`config.mk`:
```
export PLATFORM = sky130hd
export DESIGN_NAME = lsu_riscv
export DESIGN_NICKNAME = d
export VERILOG_FILES = /design/src/rtl/lsu_riscv_pkg.sv /design/src/rtl/lsu_data_align.sv /design/src/rtl/lsu_riscv.sv
export SDC_FILE = /design/constraint.sdc
export NUM_CORES = 1
export LEC_CHECK = 0
export BUFFER_PORTS_ARGS = -buffer_cell sky130_fd_sc_hd__buf_4
export CAP_MARGIN = 10
export CELL_PAD_IN_SITES_DETAIL_PLACEMENT = 1
export CELL_PAD_IN_SITES_GLOBAL_PLACEMENT = 1
export CORE_MARGIN = 2
export CORE_UTILIZATION = 42
export DETAILED_ROUTE_END_ITERATION = 16
export GPL_ROUTABILITY_DRIVEN = 0
export GPL_TIMING_DRIVEN = 0
export PLACE_DENSITY_LB_ADDON = 0.1
export SLEW_MARGIN = 15
export SYNTH_ARGS = -nofsm -noshare
export SYNTH_HDL_FRONTEND = slang
export SYNTH_SLANG_ARGS = --single-unit
export TNS_END_PERCENT = 5
```
`constraint.sdc`:
```
create_clock -name clk_i -period 5.4 [get_ports clk_i]
set_input_delay 1.08 -clock clk_i [delete_from_list [all_inputs] [get_ports clk_i]]
set_output_delay 1.08 -clock clk_i [all_outputs]
set_load 0.005 [all_outputs]
```
`src/rtl/lsu_riscv_pkg.sv`:
```
// rtl/lsu_riscv_pkg.sv - shared LDST size codes, FSM state type and defaults for the LSU
package lsu_riscv_pkg;

    localparam logic [2:0] LDST_B  = 3'd0;
    localparam logic [2:0] LDST_H  = 3'd1;
    localparam logic [2:0] LDST_W  = 3'd2;
    localparam logic [2:0] LDST_BU = 3'd4;
    localparam logic [2:0] LDST_HU = 3'd5;

    localparam int LSU_TIMEOUT_DEFAULT = 255;

    typedef enum logic [1:0] {
        ST_IDLE,
        ST_REQ,
        ST_WAIT,
        ST_DONE
    } lsu_state_e;

    // Unsigned sizes only make sense on loads; everything else must be naturally aligned.
    function automatic logic ldst_ok(input logic we, input logic [2:0] size, input logic [1:0] offset);
        logic ok;
        case (size)
            LDST_B:  ok = 1'b1;
            LDST_BU: ok = !we;
            LDST_H:  ok = !offset[0];
            LDST_HU: ok = !we && !offset[0];
            LDST_W:  ok = (offset == 2'b00);
            default: ok = 1'b0;
        endcase
        return ok;
    endfunction

endpackage

```
`src/rtl/lsu_data_align.sv`:
```
// rtl/lsu_data_align.sv - byte-enable/store-data replication and load extraction
module lsu_data_align
    import lsu_riscv_pkg::*;
(
    input  logic [2:0]  size,
    input  logic [1:0]  offset,
    input  logic [31:0] store_data,
    input  logic [31:0] rdata,
    output logic [3:0]  be,
    output logic [31:0] wdata,
    output logic [31:0] load_data
);

    logic [31:0] shifted;
    logic [15:0] half;

    always_comb begin
        be    = 4'b1111;
        wdata = store_data;
        case (size)
            LDST_B, LDST_BU: begin
                be    = 4'b0001 << offset;
                wdata = {4{store_data[7:0]}};
            end
            LDST_H, LDST_HU: begin
                be    = 4'b0011 << {offset[1], 1'b0};
                wdata = {2{store_data[15:0]}};
            end
            default: begin
                be    = 4'b1111;
                wdata = store_data;
            end
        endcase
    end

    always_comb begin
        shifted   = rdata >> {offset, 3'b000};
        half      = offset[1] ? rdata[31:16] : rdata[15:0];
        load_data = rdata;
        case (size)
            LDST_B:  load_data = {{24{shifted[7]}}, shifted[7:0]};
            LDST_BU: load_data = {24'h0, shifted[7:0]};
            LDST_H:  load_data = {{16{half[15]}}, half};
            LDST_HU: load_data = {16'h0, half};
            default: load_data = rdata;
        endcase
    end

endmodule

```
`src/rtl/lsu_riscv.sv`:
```
// rtl/lsu_riscv.sv - single-outstanding load/store unit bridging the core to a req/gnt/rvalid bus
module lsu_riscv
    import lsu_riscv_pkg::*;
#(
    parameter int TIMEOUT = LSU_TIMEOUT_DEFAULT
) (
    input  logic        clk_i,
    input  logic        arstn_i,
    input  logic        lsu_req_i,
    input  logic        lsu_we_i,
    input  logic [2:0]  lsu_size_i,
    input  logic [31:0] lsu_addr_i,
    input  logic [31:0] lsu_data_i,
    output logic [31:0] lsu_data_o,
    output logic        lsu_stall_req_o,
    output logic        lsu_err_o,
    output logic        data_req_o,
    output logic        data_we_o,
    output logic [3:0]  data_be_o,
    output logic [31:0] data_addr_o,
    output logic [31:0] data_wdata_o,
    input  logic        data_gnt_i,
    input  logic        data_rvalid_i,
    input  logic [31:0] data_rdata_i
);

    lsu_state_e  state_q, state_d;
    logic        we_q;
    logic [2:0]  size_q;
    logic [31:0] addr_q;
    logic [31:0] sdata_q;
    logic        err_q;
    logic [31:0] cnt_q;
    logic [31:0] load_q;

    logic        access_ok;
    logic        timeout_hit;
    logic [3:0]  be;
    logic [31:0] wdata;
    logic [31:0] load_data;

    assign access_ok   = ldst_ok(lsu_we_i, lsu_size_i, lsu_addr_i[1:0]);
    assign timeout_hit = (TIMEOUT != 0) && (cnt_q == 32'(TIMEOUT - 1));

    lsu_data_align u_align (
        .size       (size_q),
        .offset     (addr_q[1:0]),
        .store_data (sdata_q),
        .rdata      (data_rdata_i),
        .be         (be),
        .wdata      (wdata),
        .load_data  (load_data)
    );

    always_comb begin
        state_d = state_q;
        case (state_q)
            ST_IDLE: if (lsu_req_i) state_d = access_ok ? ST_REQ : ST_DONE;
            ST_REQ: begin
                if (timeout_hit)     state_d = ST_DONE;
                else if (data_gnt_i) state_d = ST_WAIT;
            end
            // A response landing on the timeout cycle still wins.
            ST_WAIT: if (data_rvalid_i || timeout_hit) state_d = ST_DONE;
            ST_DONE: state_d = ST_IDLE;
            default: state_d = ST_IDLE;
        endcase
    end

    always_ff @(posedge clk_i or negedge arstn_i) begin
        if (!arstn_i) begin
            state_q <= ST_IDLE;
            we_q    <= 1'b0;
            size_q  <= 3'd0;
            addr_q  <= 32'h0;
            sdata_q <= 32'h0;
            err_q   <= 1'b0;
            cnt_q   <= 32'h0;
            load_q  <= 32'h0;
        end else begin
            state_q <= state_d;
            case (state_q)
                ST_IDLE: begin
                    if (lsu_req_i) begin
                        err_q <= !access_ok;
                        cnt_q <= 32'h0;
                        if (access_ok) begin
                            we_q    <= lsu_we_i;
                            size_q  <= lsu_size_i;
                            addr_q  <= lsu_addr_i;
                            sdata_q <= lsu_data_i;
                        end
                    end
                end
                ST_REQ: begin
                    cnt_q <= cnt_q + 32'd1;
                    if (timeout_hit) err_q <= 1'b1;
                end
                ST_WAIT: begin
                    cnt_q <= cnt_q + 32'd1;
                    if (data_rvalid_i) begin
                        if (!we_q) load_q <= load_data;
                    end else if (timeout_hit) begin
                        err_q <= 1'b1;
                    end
                end
                default: ;
            endcase
        end
    end

    // Bus-side payload is only presented while requesting so idle/reset outputs read as zero.
    assign data_req_o   = (state_q == ST_REQ);
    assign data_we_o    = data_req_o & we_q;
    assign data_be_o    = data_req_o ? be : 4'b0000;
    assign data_addr_o  = data_req_o ? {addr_q[31:2], 2'b00} : 32'h0;
    assign data_wdata_o = data_req_o ? wdata : 32'h0;

    assign lsu_stall_req_o = arstn_i & lsu_req_i & (state_q != ST_DONE);
    assign lsu_err_o       = (state_q == ST_DONE) & err_q;
    assign lsu_data_o      = load_q;

endmodule

```
# ---- After elaboration in Yosys (flattened, before gate mapping)
# Cells that the tools add are included.
dict set report classes {
  n_addsub 1
  n_mul 0
  div 0
  n_lt_le_gt_ge 0
  eq_ne 16
  shifts 3
  muxes 20
  bitwise 5
  reduce_logical 19
}
# op count
set ops {}
lappend ops {{$pmux 32 s2} 2}
lappend ops {{$pmux 32 s4} 1}
lappend ops {{$mux 32} 3}
lappend ops {{$add 32x1->32 const B} 1}
lappend ops {{$eq 32x8->1 const B} 1}
lappend ops {{$shr 32x5->8} 1}
lappend ops {{$mux 16} 1}
lappend ops {{$eq 3x3->1 const B} 4}
lappend ops {{$reduce_and 3->1} 4}
lappend ops {{$mux 2} 5}
lappend ops {{$ne 2x2->1 const B} 4}
lappend ops {{$pmux 2 s4} 1}
lappend ops {{$pmux 4 s2} 1}
lappend ops {{$eq 3x1->1 const B} 2}
lappend ops {{$logic_not 3->1} 2}
lappend ops {{$reduce_or 2->1} 3}
lappend ops {{$pmux 1 s5} 1}
lappend ops {{$and 1x1->1} 4}
lappend ops {{$eq 2x2->1 const B} 2}
lappend ops {{$logic_not 2->1} 2}
lappend ops {{$mux 4} 1}
lappend ops {{$shl 1x2->4 const A} 1}
lappend ops {{$shl 2x2->4 const A} 1}
lappend ops {{$eq 3x2->1 const B} 1}
lappend ops {{11 further kinds} 15}
dict set report word_totals {
  reg_bits 135
  latchBits 0
  ramBits 0
  rom_bits 0
  input_bits 105
  out_inout_bits 104
  n_memories 0
}

# ---- Longest topological paths before layout
# Gate-level depths: netlist (run 1).
dict set report depth {
  ltp_word 6
  depth_mapped 10
  depth_no_buf 7
}

# ---- Hierarchy
# A second synthesis (run 1) with hierarchy kept.
dict set report hier_totals {
  cells_unflattened 684
  area_unflattened_um2 7382.1
}
# mod instances cells_each area_per_inst_um2 seq_area_each_um2
set by_module_without_submodules {}
lappend by_module_without_submodules {lsu_riscv 1 530 6301.0 3378.2}
lappend by_module_without_submodules {lsu_data_align 1 154 1081.0 0.0}

# ---- Worst setup path before layout (run 1)
# OpenSTA, ideal clock, no wires.
dict set report synth_path {
  path_kind {input to register}
  from {input lsu_size_i[0]}
  to {register addr_q[22]}
  arrival_ns 2.405
  t_required_ns 5.275
  path_slack_ns 2.870
  cell_stages 6
  cell_sequence {a221oi_1 nor2_1 nor2_2 buf_2 buf_2 mux2_2}
}
dict set report synth_via {
  elab_chain_cells 3
  elab_cells_between_ends 7
  cone_classes {eq/ne: 4; mux: 1; reduce/logical: 2}
}
# item line
set synth_lines {}
lappend synth_lines {{from (decl)} lsu_riscv.sv:11} ;# input logic [2:0] lsu_size_i,
lappend synth_lines {{$eq 3x2->1 (tied with other cells)} lsu_riscv_pkg.sv:22} ;# case (size)
lappend synth_lines {{$pmux 1 s5 (*)} lsu_riscv_pkg.sv:22}
lappend synth_lines {{$reduce_and 3->1 (no line) (*)} -}
lappend synth_lines {{to (signal assigned)} lsu_riscv.sv:90} ;# addr_q <= lsu_addr_i;
lappend synth_lines {{to (decl)} lsu_riscv.sv:30} ;# logic [31:0] addr_q;
# Mark *: on every way between the ends. The rest lies on a longest branch, timed or not.
# A chain may end at the register's enable or synchronous reset.

# ---- Worst setup path in the final report (run 1)
dict set report layout_path {
  from {register state_q[1]}
  to {output data_wdata_o[0]}
}
dict set report layout_via {
  elab_chain_cells 2
}
# item line
set layout_lines {}
lappend layout_lines {{from (decl)} lsu_riscv.sv:27} ;# lsu_state_e state_q, state_d;
lappend layout_lines {{from (signal assigned)} lsu_riscv.sv:81} ;# state_q <= state_d;
lappend layout_lines {{$eq 2x1->1} lsu_riscv.sv:113} ;# assign data_req_o = (state_q == ST_REQ);
lappend layout_lines {{$mux 32} lsu_riscv.sv:117} ;# assign data_wdata_o = data_req_o ? wdata : 32'h0;
lappend layout_lines {{to (decl)} lsu_riscv.sv:21} ;# output logic [31:0] data_wdata_o,
# No other way between the ends.

==> metrics.cfg, run 1 <==
[synthesis]
synth_area_leaders = dfrtp_1 (48%), mux2_2 (11%), nand2_1 (4.5%)
synth.largest_area_cell = dfrtp_1
synth-warning-count = 0
yosys.area.top_type_share_pct = 47.6
synthCells = 709
syn_avg_cell_area_um2 = 10.0
syn-cell-area_um2 = 7100
ys_types = 48
ys_seq_area_share_pct = 47.6
ys_ff_latch = 135

[layout]
post-route-util_pct = 58.1
regArea_um2 = 3380
area_growth_pct = 35.5
diodes = 0
final_common_cell = buf_4
layout-drive-gt1-share_pct = 36.6
multi_input_area_um2 = 3450
design_area_um2 = 9630
layout_common_cells = buf_4 (208), dfrtp_1 (135), nand2_1 (85)
instances_no_fill = 1169
fillers = 1884
fin_nets = 1048

[sta]
tightest_slew_ns = 0.886
slew_headroom_pct = 40.9
period_share_pct = 69.2
fmax_mhz = 267
fin_crit_ns = 3.74
fin_skew_ns = 0.0105
hold_viol_final = 0
fin_tns_setup_ns = 0
setup_ws_ns = 1.66
drv_slew = 0
finalSetupViolations = 0
rsz0062_at_grt = no

[cts]
cts_setup_buffers = 0
cts_root_buffer = clkbuf_16
clk_latency_ns = 0.42
holdBufCountCts = 0
cts_tree = built
post_cts_resized = 0
clkTransAtPathRegs_ns = 0.06
cts_max_path_buffers = 2
cts_made_buffers = 17
htree_levels = 4
cts_sinks = 135

[setup_path]
startpoint = state_q[1]
r2r_end = addr_q[24]
cp.required_ns = 4.32
r2r-start = state_q[0]
crit_type = flop to primary output
cp_num_cells = 6
cp_max_fo = 10
path_delay_family = buffers and inverters
cpMostUsedCell = clkbuf_1
worstSetupEndpointType = primary output
regToRegSetupSlack_ns = 2.90
worst-endpoint-arrival_ns = 2.66
crit_path_cell_trace = inv_1, ha_1, clkbuf_1, clkbuf_1, and2_1, buf_4
rr_worst_depth = 7
critPathMaxStageDelay_ns = 0.51
endpoint = data_wdata_o[0]
crit_buf_inv = 4
critPathLaunchType = flop
cp_slowest_cell = clkbuf_1

[placement]
dpl_worst_slack_ns = 2.14
dp_cells = 1137
port_buffers = 206
post_dp_cell_area_um2 = 8960
dp_hpwl_mm = 17.6

[die]
num_rows = 47
design.core.area_um2 = 16600
fp.dieH_um = 134
start_util_pct = 42.8
die_area_um2 = 18000
pin_count = 209
die_w_um = 134

[global_routing]
grt_pass1_wl_mm = 37.2
grt_max_degree = 103
grt_pass1_vias = 6801
grt.overflow.total = 0
antenna_found_initial = 0
track_usage_pct = 26.8

[run_status]
outcome = completed

[route]
first_iter_violations = 370
wl_per_cell_um = 20.5
num_vias = 6389
routed_wl_mm = 24.0
via_per_inst = 5.47
dr.pass1.iters = 5
drc = 0
final_antenna_net_count = 0

[power]
p_leak_nw = 4.53
vdd_ir_drop_max_uv = 273
powerDensity_nw_per_um2 = 530

[run]
drv_cap = 0

[hold_path]
min_path_type = flop to flop

[report_power, final]
part / switching [mW] / internal, mW
clock network: 0.452 / 0.855
logic: 1.12 / 1.01
registers: 0.267 / 1.39
total: 1.84 / 3.26
[area by class of cell]
cell class | count | share of cell area [%]
Multi-Input combinational cell | 510 | 35.8
Sequential cell | 135 | 35.1
Timing Repair Buffer | 207 | 16.4
Clock buffer | 20 | 4.85
Tap cell | 220 | 2.86
Buffer | 47 | 2.22
Clock inverter | 12 | 2.05
Inverter | 18 | 0.702
[kinds of logic after synthesis]
family / after synthesis / share of synthesized area [%]
adders and majority gates: 7 / 1.23
DFF: 135 / 47.6
and+or+nand+nor: 292 / 22.0
xor gates and xnor gates: 21 / 2.59
other: 1 / 0.0528
buffers and inverters: 65 / 3.96
AOI/OAI and AO/OA: 98 / 8.49
muxes: 90 / 14.1
[worst min path at each step]
stage	startpoint	end	slack, ns	cells after the start
final	lsu_data_o[9]	lsu_data_o[9]	0.49	2
after global routing	lsu_data_o[9]	lsu_data_o[9]	0.51	2
after CTS	lsu_data_o[9]	lsu_data_o[9]	0.49	2
after detailed placement	lsu_data_o[9]	lsu_data_o[9]	0.48	2
after global placement	lsu_data_o[2]	lsu_data_o[2]	0.47	2
after floorplan	addr_q[22]	addr_q[22]	0.47	1
[worst reg2reg max path, delay by kind of cell, from the launching register on]
| family | cells | cell delay [ns] |
|---|---|---|
| AND/OR/NAND/NOR | 2 | 0.37 |
| adder cells (fa/ha/maj) | 1 | 0.30 |
| multiplexers | 1 | 0.39 |
| flip-flops | 1 | 0.46 |
| buffers and inverters | 3 | 0.86 |
[synthesized netlist by cell type (all sizes together)]
cell type	count
dfrtp	135
nand2	85
mux2	70
o21ai	54
and2	50
nand3	41
nor2	34
clkbuf	28
buf	19
mux2i	19
inv	18
nor2b	18
xnor2	17
nand4	14
a21oi	12
nor4	12
a221oi	10
nor3	10
or3	10
a21boi	9
a222oi	7
ha	7
and4	5
xor2	4
and3	3
nand2b	3
o21a	3
nor3b	2
nor4b	2
or2	2
a22o	1
a311oi	1
conb	1
mux4	1
o21bai	1
or4	1
[registers in the layout (all words and copies together), names as in the netlist]
signal / cells
cnt_q: 32
err_q: 1
size_q: 3
we_q: 1
sdata_q: 32
state_q: 2
lsu_data_o: 32
addr_q: 32
[layer usage]
metal  track usage, %  wire length, um  part of all wire (%)  up-vias
met2             47.7            12600                    52      187
met3             4.88             1220                   5.1       42
li1                 -                -                     -     2916
met5                0                0                     0        -
met4             8.36              596                   2.5        0
met1             33.2             9570                    40     3244
[metrics by stage]
stage | hold slack [ns] | total power [mW]
final | 0.489 | 5.10
after floorplan | 0.473 | 2.80
after CTS | 0.492 | 5.13
after detailed placement | 0.480 | 3.78
after global routing | 0.512 | 5.40
after global placement | 0.469 | 3.63
(Power assumes the default switching activity.)
==> inputs of run 2 (changes only) <==
CORE_UTILIZATION = 39   (was 42)
clock period = 3.55 ns   (was 5.4 ns; I/O delays follow)
==> run 2 against run 1 <==
Highest routed layer unchanged. Critical endpoint is now data_addr_o[30]. Clock-buffer cell count grew 1. Largest power group unchanged. Core utilization decreased by 4.5 points. Routed wire length down 2.9%. Largest cell class unchanged.
==> metrics.cfg, run 2 (synthesis results as in run 1) <==
[setup_path]
cp.required_ns = 2.84  ; -1.48 ns
r2r-start = state_q[0]
critPathLaunchType = flop
worstSetupEndpointType = primary output
startpoint = state_q[1]
worst-endpoint-arrival_ns = 2.62  ; -0.04 ns
crit_type = flop to primary output
cp_max_fo = 10  ; unchanged

[hold_path]
min_path_type = primary input to asynchronous set/reset pin

[global_routing]
antenna_found_initial = 0  ; unchanged
grt_pass1_wl_mm = 37.3  ; about the same
grt_pass1_vias = 6863  ; +0.91%
grt.overflow.total = 0  ; unchanged
grt_max_degree = 86  ; -17%
track_usage_pct = 24.5  ; -2.3 points

[cts]
cts_max_path_buffers = 2  ; unchanged
cts_root_buffer = clkbuf_16
clkTransAtPathRegs_ns = 0.06  ; about the same
holdBufCountCts = 0  ; unchanged
cts_sinks = 135  ; unchanged
cts_made_buffers = 17  ; unchanged
cts_setup_buffers = 0  ; unchanged
htree_levels = 4  ; unchanged
cts_tree = built
clk_latency_ns = 0.42  ; about the same
post_cts_resized = 1  ; +1

[sta]
hold_viol_final = 0  ; unchanged
fin_tns_setup_ns = 0  ; unchanged
finalSetupViolations = 0  ; unchanged
drv_slew = 0  ; unchanged
rsz0062_at_grt = no
slew_headroom_pct = 49.6  ; +8.7 points
tightest_slew_ns = 0.755  ; -0.131 ns
period_share_pct = 93.7
fmax_mhz = 301
fin_crit_ns = 3.33
fin_skew_ns = 0.00966  ; -0.000845 ns

[layout]
final_common_cell = buf_4
layout_common_cells = buf_4 (208), dfrtp_1 (135), nand2_1 (85)
fillers = 2037  ; +8.1%
multi_input_area_um2 = 3450  ; unchanged
fin_nets = 1048  ; unchanged
area_growth_pct = 35.1
diodes = 0  ; unchanged
instances_no_fill = 1178  ; +0.77%
regArea_um2 = 3380  ; unchanged
layout-drive-gt1-share_pct = 36.6  ; unchanged

[die]
start_util_pct = 39.7  ; -3.2 points
num_rows = 49  ; +4.3%
die_w_um = 139  ; +3.7%
design.core.area_um2 = 17900  ; +8.0%
fp.dieH_um = 139  ; +3.7%
die_area_um2 = 19300  ; +7.5%
pin_count = 209  ; unchanged

[route]
dr.pass1.iters = 4  ; -1
via_per_inst = 5.35  ; -2.2%
final_antenna_net_count = 0  ; unchanged
num_vias = 6297  ; -1.4%
routed_wl_mm = 23.3  ; -2.9%
first_iter_violations = 345  ; -6.8%
wl_per_cell_um = 19.8  ; -3.6%
drc = 0  ; unchanged

[power]
pwr-share-clk_pct = 24.6  ; -1.0 points
switchingPower_mw = 2.73  ; +48%
pwr-share-comb_pct = 42.3  ; +0.4 points
switching_share_pct = 36.2  ; +0.059 points
vdd_ir_drop_max_uv = 427  ; +56%
powerDensity_nw_per_um2 = 787  ; +48%
pwr-share-seq_pct = 33.1  ; +0.6 points
p_leak_nw = 4.51  ; -0.43%
p_total_mw = 7.55  ; +48%
intPower_mw = 4.82  ; +48%

[placement]
dp_cells = 1146  ; +0.79%
port_buffers = 206  ; unchanged
dp_hpwl_mm = 17.5  ; -0.52%

[run_status]
outcome = completed

[run]
drv_cap = 0  ; unchanged

run 2: cell count changes in the layout (fill, tap and decap cells not counted), sizes merged:
cell | before | now
bufinv | 5 | 3
clkbuf | 48 | 49
inv | 18 | 19
run 2: power by group through the flow:
stage          combinational [mW]  sequential, mW  clock [mW]
3_5_place_dp                 3.20            2.53           0
5_1_grt                      3.49            2.59        1.96
4_1_cts                      3.22            2.50        1.89
2_1_floorplan                1.84            2.42           0
6_report                     3.19            2.50        1.85
3_3_place_gp                 3.06            2.47           0
run 2: critical path, stage by stage (launching register included):
cell and delay, ns:
dfrtp_1 0.41, inv_1 0.13, ha_1 0.37, clkbuf_2 0.37, clkbuf_1 0.55, and2_1 0.24
buf_4 0.11
run 2: per-layer routing:
layer / part of all wire, % / vias up / global-route usage (%)
li1: - / 2931 / -
met1: 42 / 3145 / 31.0
met2: 50 / 182 / 42.0
met4: 2.5 / 0 / 9.25
met5: 0 / - / 0
met3: 4.7 / 39 / 4.45
run 2: worst paths after layout:
| check | to | slack [ns] | cells after the start |
|---|---|---|---|
| max | data_addr_o[30] | 0.22 | 6 |
| min | sdata_q[18] | 0.19 | 1 |
| max reg2reg | addr_q[22] | 1.06 | 7 |
| min reg2reg | lsu_data_o[3] | 0.48 | 2 |
| max in group asynchronous | cnt_q[14] | 2.58 | 2 |
| min in group clk_i | lsu_data_o[3] | 0.48 | 2 |
run 2: cell type report:
type	count	area share [%]
sequential	135	35.2
tap	229	2.99
inverter	18	0.704
multi-input combinational	510	35.9
clock inverter	11	1.53
timing repair buffer	207	16.5
buffer	47	2.24
clock buffer	21	4.90
run 2: through the flow:
stage          hold slack (ns)  instance area, um2  setup slack [ns]  utilization [%]
6_report                 0.192                9590             0.223             53.6
5_1_grt                  0.216                9590            0.0332             53.6
4_1_cts                  0.197                9590             0.145             53.6
3_5_place_dp             0.477                8970             0.427             50.1
3_3_place_gp             0.467                8940             0.406             49.9
2_1_floorplan            0.414                7110              1.39                -
==> inputs of run 3 (changes only) <==
CORE_ASPECT_RATIO = 0.5   (was not set)
==> run 3 against run 2 <==
Combinational power shrank 2%. First-iteration DRC count shrank 10%. Worst setup slack gained 0.049 ns. Die area grew 0.34%. Clock skew shrank 0.0023 ns. Via count shrank 1.4%. Sequential share of layout area shrank 0.16 points. Clock power grew 8%. Critical path type unchanged.
==> metrics.cfg, run 3 (synthesis results as in run 1) <==
[route]
drc = 0  ; unchanged
final_antenna_net_count = 0  ; unchanged
highest_layer = met4
first_iter_violations = 309  ; -10%
via_per_inst = 5.25  ; -1.8%
dr.pass1.iters = 7  ; +3
wl_met2_mm = 11.3  ; -3.8%
routed_wl_mm = 22.4  ; -3.9%
wl_per_cell_um = 18.9  ; -4.3%
met3_length_mm = 1.11  ; +0.82%
num_vias = 6211  ; -1.4%
met1_length_mm = 9.73  ; -1.3%

[die]
die_area_um2 = 19400  ; +0.34%
fp.dieH_um = 99.4  ; -28%
start_util_pct = 40.3  ; +0.65 points
die_w_um = 195  ; +40%
num_rows = 34  ; -31%
pin_count = 209  ; unchanged
design.core.area_um2 = 17600  ; -1.6%

[layout]
layout_common_cells = buf_4 (208), dfrtp_1 (135), nand2_1 (85)
diodes = 0  ; unchanged
layout-drive-gt1-share_pct = 36.4  ; -0.21 points
fin_nets = 1048  ; unchanged
final_common_cell = buf_4
area_growth_pct = 35.7

[cts]
htree_levels = 4  ; unchanged
clkTransAtPathRegs_ns = 0.06  ; about the same
clk_latency_ns = 0.42  ; about the same
cts_sinks = 135  ; unchanged
holdBufCountCts = 0  ; unchanged
cts_root_buffer = clkbuf_16
cts_setup_buffers = 0  ; unchanged
cts_tree = built
post_cts_resized = 0  ; -1
cts_made_buffers = 17  ; unchanged
cts_max_path_buffers = 2  ; unchanged

[sta]
setup_ws_ns = 0.271  ; +0.0487 ns
fin_skew_ns = 0.00740  ; -0.00227 ns
fmax_mhz = 305  ; +1.5%
fin_tns_setup_ns = 0  ; unchanged
hold_viol_final = 0  ; unchanged
rsz0062_at_grt = no
drv_slew = 0  ; unchanged
slew_headroom_pct = 42.9  ; -6.7 points
tightest_slew_ns = 0.856  ; +0.101 ns
fin_crit_ns = 3.28  ; -0.0487 ns
finalSetupViolations = 0  ; unchanged
period_share_pct = 92.4  ; -1.4 points

[run]
drv_cap = 0  ; unchanged

[power]
p_leak_nw = 4.52  ; +0.16%
vdd_ir_drop_max_uv = 402  ; -5.8%
powerDensity_nw_per_um2 = 794  ; +0.95%

[global_routing]
grt_max_degree = 100  ; +16%
grt_pass1_vias = 6493  ; -5.4%
grt.overflow.total = 0  ; unchanged
grt_pass1_wl_mm = 35.2  ; -5.5%
antenna_found_initial = 0  ; unchanged
track_usage_pct = 23.5  ; -1.0 points

[setup_path]
worstSetupEndpointType = primary output
crit_type = flop to primary output
worst-endpoint-arrival_ns = 2.57  ; -0.05 ns
cp.required_ns = 2.84  ; about the same
critPathLaunchType = flop
cp_max_fo = 10  ; unchanged

[run_status]
outcome = completed

[placement]
dpl_worst_slack_ns = 0.635  ; +0.208 ns
port_buffers = 206  ; unchanged
dp_hpwl_mm = 16.6  ; -5.1%

[hold_path]
min_path_type = primary input to asynchronous set/reset pin

[run 3: cell types whose count changed in the layout (fill, tap and decap cells not counted), sizes merged]
cell / delta
clkinvlp: +1
clkinv: -3
bufinv: +2
[run 3: worst paths after layout]
check                              start              end  slack (ns)  cells after the start
setup / recovery              state_q[1]  data_addr_o[29]        0.27                      6
hold / removal                   arstn_i    lsu_data_o[0]        0.15                      1
setup reg to reg              state_q[0]        cnt_q[22]        1.06                      8
hold reg to reg            lsu_data_o[5]    lsu_data_o[5]        0.48                      2
max in group asynchronous        arstn_i        cnt_q[21]        2.58                      2
min in group clk_i         lsu_data_o[5]    lsu_data_o[5]        0.48                      2
[run 3: cell type report]
class | count | area [um2]
clock inverters | 11 | 195
flip-flops and latches | 135 | 3380
clock buffers | 21 | 460
well taps | 234 | 293
inverters | 18 | 67.6
repair buffers | 207 | 1580
fillers | 1996 | 7980
multi-input cells | 510 | 3450
plain buffers | 47 | 214
[run 3: through the flow]
step	utilization [%]	total power [mW]	cell area [um2]	std cells	hold WS, ns
floorplan	-	4.26	7110	710	0.414
global placement	50.8	5.56	8950	1150	0.465
detailed placement	51.0	5.70	8980	1151	0.474
CTS	54.7	7.73	9640	1183	0.157
global route	54.7	8.16	9640	1183	0.159
finish	54.7	7.65	9640	1183	0.153
[run 3: metal layers]
metal,vias to the layer above,track usage [%]
met5,-,0
met4,0,6.52
met3,17,4.82
met2,124,40.9
met1,3142,30.0
li1,2928,-
[run 3: critical path: stages, from the launching register on]
cell,delay [ns]
dfrtp_1,0.42
inv_1,0.13
ha_1,0.34
clkbuf_1,0.45
clkbuf_1,0.48
and2_1,0.21
buf_4,0.11
[run 3: where the power goes]
part / switching, mW / internal, mW
registers: 0.394 / 2.12
logic: 1.61 / 1.53
clock network: 0.715 / 1.29
total: 2.72 / 4.94
